==> src/rtl/bcd_bin_seq_ctrl.sv <==
// Packed-BCD to binary converter, one digit per clock, MSD first.
// Ports: i_clk, i_rst_n (sync, active-low), i_valid/o_ready/i_bcd in,
//        o_valid/i_ready/o_bin/o_err out.
module bcd_bin_seq_ctrl #(
  parameter int DIGITS = 4,
  parameter int BIN_W  = 14
) (
  input  logic                  i_clk,
  input  logic                  i_rst_n,
  input  logic                  i_valid,
  output logic                  o_ready,
  input  logic [4*DIGITS-1:0]   i_bcd,
  output logic                  o_valid,
  input  logic                  i_ready,
  output logic [BIN_W-1:0]      o_bin,
  output logic                  o_err
);

  localparam int CNT_W = (DIGITS > 1) ? $clog2(DIGITS) : 1;
  localparam logic [CNT_W-1:0] LAST = CNT_W'(DIGITS - 1);

  typedef enum logic [1:0] {
    IDLE = 2'd0,
    CONV = 2'd1,
    DONE = 2'd2
  } state_t;

  state_t state;
  state_t state_nx;

  logic [4*DIGITS-1:0] shift_reg;
  logic [BIN_W-1:0]    acc;
  logic [CNT_W-1:0]    cnt;
  logic                err;

  logic [3:0]       d;
  logic [BIN_W-1:0] acc_nx;
  logic             err_nx;
  logic             last;

  assign d      = shift_reg[4*DIGITS-1 -: 4];
  // acc*10 as two shifts and adds; wraps at BIN_W
  assign acc_nx = (acc << 3) + (acc << 1) + BIN_W'(d);
  assign err_nx = err | (d > 4'd9);
  assign last   = (cnt == LAST);

  // Reset gate keeps the source from handing over a word mid-reset
  assign o_ready = i_rst_n & (state == IDLE);

  always_ff @(posedge i_clk) begin
    if (!i_rst_n) begin
      state <= IDLE;
    end else begin
      state <= state_nx;
    end
  end

  always_comb begin
    state_nx = state;
    unique case (state)
      IDLE: if (i_valid) state_nx = CONV;
      CONV: if (last)    state_nx = DONE;
      DONE: if (i_ready) state_nx = IDLE;
      default:           state_nx = IDLE;
    endcase
  end

  always_ff @(posedge i_clk) begin
    if (!i_rst_n) begin
      shift_reg <= '0;
      acc       <= '0;
      cnt       <= '0;
      err       <= 1'b0;
      o_valid   <= 1'b0;
      o_bin     <= '0;
      o_err     <= 1'b0;
    end else begin
      unique case (state)
        IDLE: begin
          if (i_valid) begin
            shift_reg <= i_bcd;
            acc       <= '0;
            cnt       <= '0;
            err       <= 1'b0;
          end
        end
        CONV: begin
          acc       <= acc_nx;
          shift_reg <= shift_reg << 4;
          cnt       <= cnt + 1'b1;
          err       <= err_nx;
          if (last) begin
            o_bin   <= err_nx ? '0 : acc_nx;
            o_err   <= err_nx;
            o_valid <= 1'b1;
          end
        end
        DONE: begin
          if (i_ready) o_valid <= 1'b0;
        end
        default: ;
      endcase
    end
  end

endmodule

==> config.mk <==
export PLATFORM = sky130hd
export DESIGN_NAME = bcd_bin_seq_ctrl
export DESIGN_NICKNAME = d
export VERILOG_FILES = /design/src/rtl/bcd_bin_seq_ctrl.sv
export SDC_FILE = /design/constraint.sdc
export NUM_CORES = 1
export LEC_CHECK = 0
export BUFFER_PORTS_ARGS = -buffer_cell sky130_fd_sc_hd__buf_2
export CORE_UTILIZATION = 45
export CTS_CLUSTER_DIAMETER = 150
export DETAILED_ROUTE_END_ITERATION = 6
export HOLD_SLACK_MARGIN = 0.12
export PLACE_DENSITY = 0.78
export SLEW_MARGIN = 20
export SYNTH_ARGS = -nofsm -noshare
export SYNTH_HDL_FRONTEND = slang
export SYNTH_SLANG_ARGS = --single-unit
==> constraint.sdc <==
create_clock -name i_clk -period 2.4 [get_ports i_clk]
set_input_delay 0.48 -clock i_clk [delete_from_list [all_inputs] [get_ports i_clk]]
set_output_delay 0.48 -clock i_clk [all_outputs]
set_load 0.05 [all_outputs]
==> flow_metrics.py, run 1 <==
metrics = {
    "global_route": {
        "grt_pass1_wl_um": 11300,
        "grt_overflow": 0,
        "grt_antenna_before_repair": 0,
        "track_usage": 0.216,
        "grt_max_degree": 36,
        "grt_pass1_vias": 2489,
    },
    "final_layout": {
        "final_cell_mix": "dfxtp_1, nor2_1, buf_2",
        "area_growth_pct": 16.0,
        "fin_cells": 450,
        "largest_register_ffs": 16,
        "multiInputGateArea_mm2": 0.00178,
        "fin_nets": 419,
        "stdcell_area_mm2": 0.00337,
        "diodes": 0,
        "final_util": 0.556,
        "drive_above_1_share": 0.261,
        "regArea_mm2": 0.00101,
        "layout_commonest_cell": "dfxtp_1",
        "final.fill_count": 527,
    },
    "die": {
        "dieWidth_um": 82.4,
        "rows": 28,
        "start_util": 0.480,
        "ios": 37,
        "die_h_um": 82.4,
        "core_region_area_mm2": 0.00606,
        "die_area_mm2": 0.00678,
    },
    "drt": {
        "drt-initial-drc-count": 159,
        "drc": 0,
        "via_per_inst": 5.84,
        "via_count": 2627,
        "wl_per_cell_um": 15.5,
        "finalWirelength_um": 6970,
        "postRouteAntennaNets": 0,
        "first_pass_iters": 5,
    },
    "logic_synthesis": {
        "synth_seq_cells": 50,
        "synth_top_area_frac": 0.344,
        "synth_edf_count": 0,
        "synth_area_mm2": 0.00291,
        "synth_top_area_cell": "dfxtp_1",
        "ys_types": 56,
        "async_flop_share": 0,
        "ys_seq_area_frac": 0.344,
        "synth_ff_type": "dfxtp_1",
        "synth_nets": 384,
        "avgSynthCellArea_um2": 8.57,
        "netlist_instances": 339,
        "synthTopCellsByArea": "dfxtp_1, ha_1, nor2b_1",
        "synthesis.yosys.warnings": 0,
    },
    "power_and_ir_drop": {
        "leakagePower_uw": 0.00149,
        "comb_power_share": 0.133,
        "netSwitchingPower_uw": 445,
        "p_sw_frac": 0.240,
        "power_frac_seq": 0.476,
        "clkPwrFrac": 0.391,
        "power.internal_uw": 1410,
        "powerDensity_mw_per_mm2": 551,
        "peakVddDrop_mv": 0.240,
    },
    "clock_network": {
        "h-tree-depth": 2,
        "numClockSinks": 50,
        "clk_path_buf_depth": 2,
        "cts.reportedPaths.clkPinSlew_ns": 0.10,
        "cts_buffers": 5,
        "cts_tree": "done",
        "cts_root_buffer": "clkbuf_8",
        "clkLatencyLatePin_ns": 0.30,
    },
    "sta": {
        "hold_slack_ns": 0.455,
        "timing.final.ws_setup_ns": -0.00101,
        "clock_skew_ns": 0.00995,
        "worst_pin_slew_ns": 0.557,
        "hold_violations": 0,
        "period_share": 1.00,
        "setup_viol": 1,
        "maxSlewViolCount": 0,
        "slew-limit-headroom": 0.629,
        "grt_setup_unrepaired": "yes",
        "fmax_mhz": 416,
        "fin_crit_ns": 2.40,
    },
    "flow_run": {
        "drv_cap": 0,
    },
    "placed_design": {
        "placed_cells": 441,
        "placed_area_mm2": 0.00318,
        "io_buffers": 36,
        "gp_congestion": 0.903,
        "pre_cts_ws_ns": -0.0596,
        "place_hpwl_um": 4770,
    },
    "worst_setup_path": {
        "cp_data_arrival_time_ns": 2.65,
        "cp_max_fo": 3,
        "cp_slowest_stage_delay_ns": 0.57,
        "start_kind": "register",
        "crit_chain": "inv_2 -> fa_1 -> inv_1 -> ha_1 -> a21o_1 -> nand4_1 -> a211oi_2 -> or4_1 -> nand3_1",
        "cp-end-kind": "register",
        "slowest_stage": "fa_1",
        "worst-setup-path-type": "reg -> reg",
        "cp.required_ns": 2.65,
    },
    "hold_path": {
        "hold_class": "reg -> reg",
    },
    "status": {
        "outcome": "complete, but fails checks",
        "violations": "setup timing",
    },
}
-- worst max-delay path: cells and delay by family, from the launching register on --
| family | cells | cell delay [ns] |
|---|---|---|
| AO/OA/AOI/OAI | 2 | 0.32 |
| adder cells (fa/ha/maj) | 2 | 0.83 |
| buffers and inverters | 2 | 0.09 |
| flip-flops | 1 | 0.34 |
| AND/OR/NAND/NOR | 3 | 0.78 |
-- kinds of logic after synthesis --
| kind of cell | share of synthesized area |
|---|---|
| AND/OR/NAND/NOR | 0.229 |
| AO/OA/AOI/OAI | 0.242 |
| flip-flops | 0.344 |
| buffers and inverters | 0.0564 |
| adder cells (fa/ha/maj) | 0.113 |
| XOR/XNOR | 0.0121 |
| multiplexers | 0.00344 |
-- area by class of cell --
cell class / count / area share
tap: 75 / 0.0278
clock inverter: 2 / 0.0178
multi-input combinational: 252 / 0.528
sequential: 50 / 0.299
inverter: 13 / 0.0145
timing repair buffer: 52 / 0.0891
clock buffer: 6 / 0.0245
-- stage by stage --
step           TNS (ns)  power, uW
2_1_floorplan         0       1070
3_3_place_gp    -0.0160       1140
3_5_place_dp     -0.218       1140
4_1_cts         -0.0388       1860
5_1_grt          -0.791       1930
6_report       -0.00101       1860
-- path summary, 6_finish.rpt --
check / startpoint / to / slack [ns] / cells past startpoint
max: shift_reg[15] / o_bin[13] / -0.001 / 9
min: o_bin[6] / o_bin[6] / 0.45 / 2
max reg2reg: shift_reg[15] / o_bin[13] / -0.001 / 9
min reg2reg: o_bin[6] / o_bin[6] / 0.45 / 2
-- synthesized netlist by cell type (all sizes together) (2+ instances only) --
cell / instances
a22oi: 14
clkbuf: 13
a32oi: 3
inv: 13
o21a: 3
a211oi: 2
or2: 4
fa: 2
or4: 2
nor4: 2
dfxtp: 50
ha: 23
buf: 11
a21oi: 31
and3: 2
nand4: 4
xnor2: 3
o221a: 12
nand3: 13
o311ai: 2
o21ai: 12
nand2b: 4
o211ai: 4
nor2b: 27
nor2: 42
a31oi: 2
a221o: 2
nand2: 12
o2111ai: 5
or3: 6
-- layer usage --
metal / part of all wire / global-route usage / up-vias
li1: - / - / 1309
met1: 0.45 / 0.272 / 1222
met2: 0.48 / 0.363 / 86
met3: 0.057 / 0.0385 / 10
met4: 0.016 / 0.0877 / 0
met5: 0 / 0 / -
-- power groups by stage --
stage / clock network [uW] / registers (uW) / logic (uW)
CTS: 736 / 884 / 244
finish: 727 / 886 / 247
global placement: 0 / 900 / 236
floorplan: 0 / 897 / 178
global route: 763 / 889 / 274
detailed placement: 0 / 902 / 242
-- timing repair --
item / in CTS / in global routing
gates resized for setup: 5 / 12
setup endpoints to repair: 9 / 13
hold buffers: 0 / 0
pin swaps: 6 / 15
setup buffers: 0 / 1
Power figures use the tool's default switching activity.
==> run 2, diff against run 1 <==
- CELL_PAD_IN_SITES_DETAIL_PLACEMENT: not set -> 1
- CELL_PAD_IN_SITES_GLOBAL_PLACEMENT: not set -> 2
- CORE_UTILIZATION: 45 -> 32
- PLACE_DENSITY: 0.78 -> 0.88
- TNS_END_PERCENT: not set -> 20
==> flow_metrics.py, run 2 (synthesized netlist as in run 1, its figures left out) <==
metrics = {
    "global_route": {
        "grt_antenna_before_repair": 0,
        "grt_max_degree": 27,
        "track_usage": 0.174,
        "grt_pass1_wl_um": 13600,
        "grt_pass1_vias": 2787,
        "grt_overflow": 0,
    },
    "worst_setup_path": {
        "start_kind": "register",
        "crit_chain": "inv_2 -> fa_1 -> inv_1 -> ha_1 -> a21o_1 -> and4_1 -> o211ai_1 -> mux2i_1 -> a21oi_1",
        "startpoint": "acc[2]",
        "path_buf_inv": 2,
        "cp-end-kind": "register",
        "r2r_start": "acc[2]",
        "crit_family": "adder cells",
        "cp_slowest_stage_delay_ns": 0.58,
        "cp_data_arrival_time_ns": 2.64,
        "slowest_stage": "fa_1",
        "cp.required_ns": 2.60,
        "cp_max_fo": 3,
        "worst-setup-path-type": "reg -> reg",
    },
    "sta": {
        "maxSlewViolCount": 0,
        "worst_pin_slew_ns": 0.473,
        "clock_skew_ns": 0.00532,
        "period_share": 1.02,
        "hold_violations": 0,
        "grt_setup_unrepaired": "yes",
        "setup_viol": 6,
        "slew-limit-headroom": 0.683,
        "fin_crit_ns": 2.44,
        "timing.final.ws_setup_ns": -0.0421,
        "fmax_mhz": 409,
    },
    "final_layout": {
        "diodes": 0,
        "stdcell_area_mm2": 0.00337,
        "drive_above_1_share": 0.239,
        "area_growth_pct": 16.0,
        "fin_nets": 420,
        "final_cell_mix": "dfxtp_1, nor2_1, buf_2",
        "layout_commonest_cell": "dfxtp_1",
        "largest_register_ffs": 16,
    },
    "clock_network": {
        "post_cts_buffers": 0,
        "cts_tree": "done",
        "h-tree-depth": 2,
        "cts.reportedPaths.clkPinSlew_ns": 0.09,
        "cts_root_buffer": "clkbuf_8",
        "clkLatencyLatePin_ns": 0.31,
        "clk_path_buf_depth": 2,
        "cts_buffers": 5,
        "numClockSinks": 50,
    },
    "placed_design": {
        "pre_cts_ws_ns": -0.0669,
        "placed_area_mm2": 0.00324,
        "place_hpwl_um": 5850,
        "gp_congestion": 0.870,
        "io_buffers": 36,
    },
    "die": {
        "die_area_mm2": 0.00947,
        "dieWidth_um": 97.3,
        "die_h_um": 97.3,
        "start_util": 0.332,
        "ios": 37,
        "rows": 34,
        "core_region_area_mm2": 0.00876,
    },
    "status": {
        "violations": "setup timing",
        "outcome": "complete, but fails checks",
    },
    "drt": {
        "via_count": 2607,
        "first_pass_iters": 4,
        "finalWirelength_um": 7780,
        "postRouteAntennaNets": 0,
        "via_per_inst": 5.39,
        "drt-initial-drc-count": 86,
        "wl_per_cell_um": 16.1,
        "drc": 0,
    },
    "flow_run": {
        "drv_cap": 0,
    },
    "power_and_ir_drop": {
        "peakVddDrop_mv": 0.257,
        "powerDensity_mw_per_mm2": 516,
        "leakagePower_uw": 0.00148,
    },
    "hold_path": {
        "min_from": "o_bin[6]",
        "hold_class": "reg -> reg",
    },
}
-- run 2: worst paths after layout --
path                    to  slack (ns)  depth (start not counted)
setup / recovery  o_bin[9]       -0.04                          9
hold / removal    o_bin[6]        0.46                          2
setup reg to reg  o_bin[9]       -0.04                          9
hold reg to reg   o_bin[6]        0.46                          2
-- run 2: layout make-up --
type	count	area, um2
fill	1038	5390
multi-input combinational	252	1770
sequential	50	1000
timing repair buffer	53	308
tap	108	135
clock buffer	7	76.3
inverter	13	48.8
clock inverter	1	30.0
-- run 2: routing by layer --
metal	wire, um	global-route usage	vias to the layer above
met5	0	0	-
met4	102	0.0543	0
met3	143	0.0266	7
met2	3810	0.307	25
met1	3730	0.219	1267
li1	-	-	1308
-- run 2: what timing repair did --
action / 4_1_cts / 5_1_grt
pin swaps: 6 / 6
hold buffers: 0 / 0
endpoints found under the hold margin: 0 / 0
resized for setup: 3 / 9
endpoints found under the setup margin: 10 / 13
-- run 2: worst register-to-register path: cells and delay by family, from the launching register on --
kind	cells	cell delay [ns]
buffers and inverters	2	0.09
adder cells (fa/ha/maj)	2	0.86
AO/OA/AOI/OAI	3	0.56
AND/OR/NAND/NOR	1	0.22
multiplexers	1	0.24
flip-flops	1	0.35
-- run 2: power by group --
| part | total, uW | internal, uW | switching [uW] |
|---|---|---|---|
| Clock | 601 | 313 | 289 |
| Combinational | 249 | 107 | 142 |
| Sequential | 888 | 863 | 25.6 |
-- run 2: through the flow --
stage / TNS (ns) / total power [uW] / std cells / util / hold WS (ns)
final: -0.0904 / 1740 / 484 / 0.385 / 0.458
after CTS: -0.165 / 1760 / 484 / 0.382 / 0.456
after global routing: -1.13 / 1830 / 484 / 0.385 / 0.455
after global placement: -0.0319 / 1150 / 476 / 0.369 / 0.442
after floorplan: 0 / 1070 / 339 / - / 0.468
after detailed placement: -0.290 / 1150 / 476 / 0.369 / 0.447
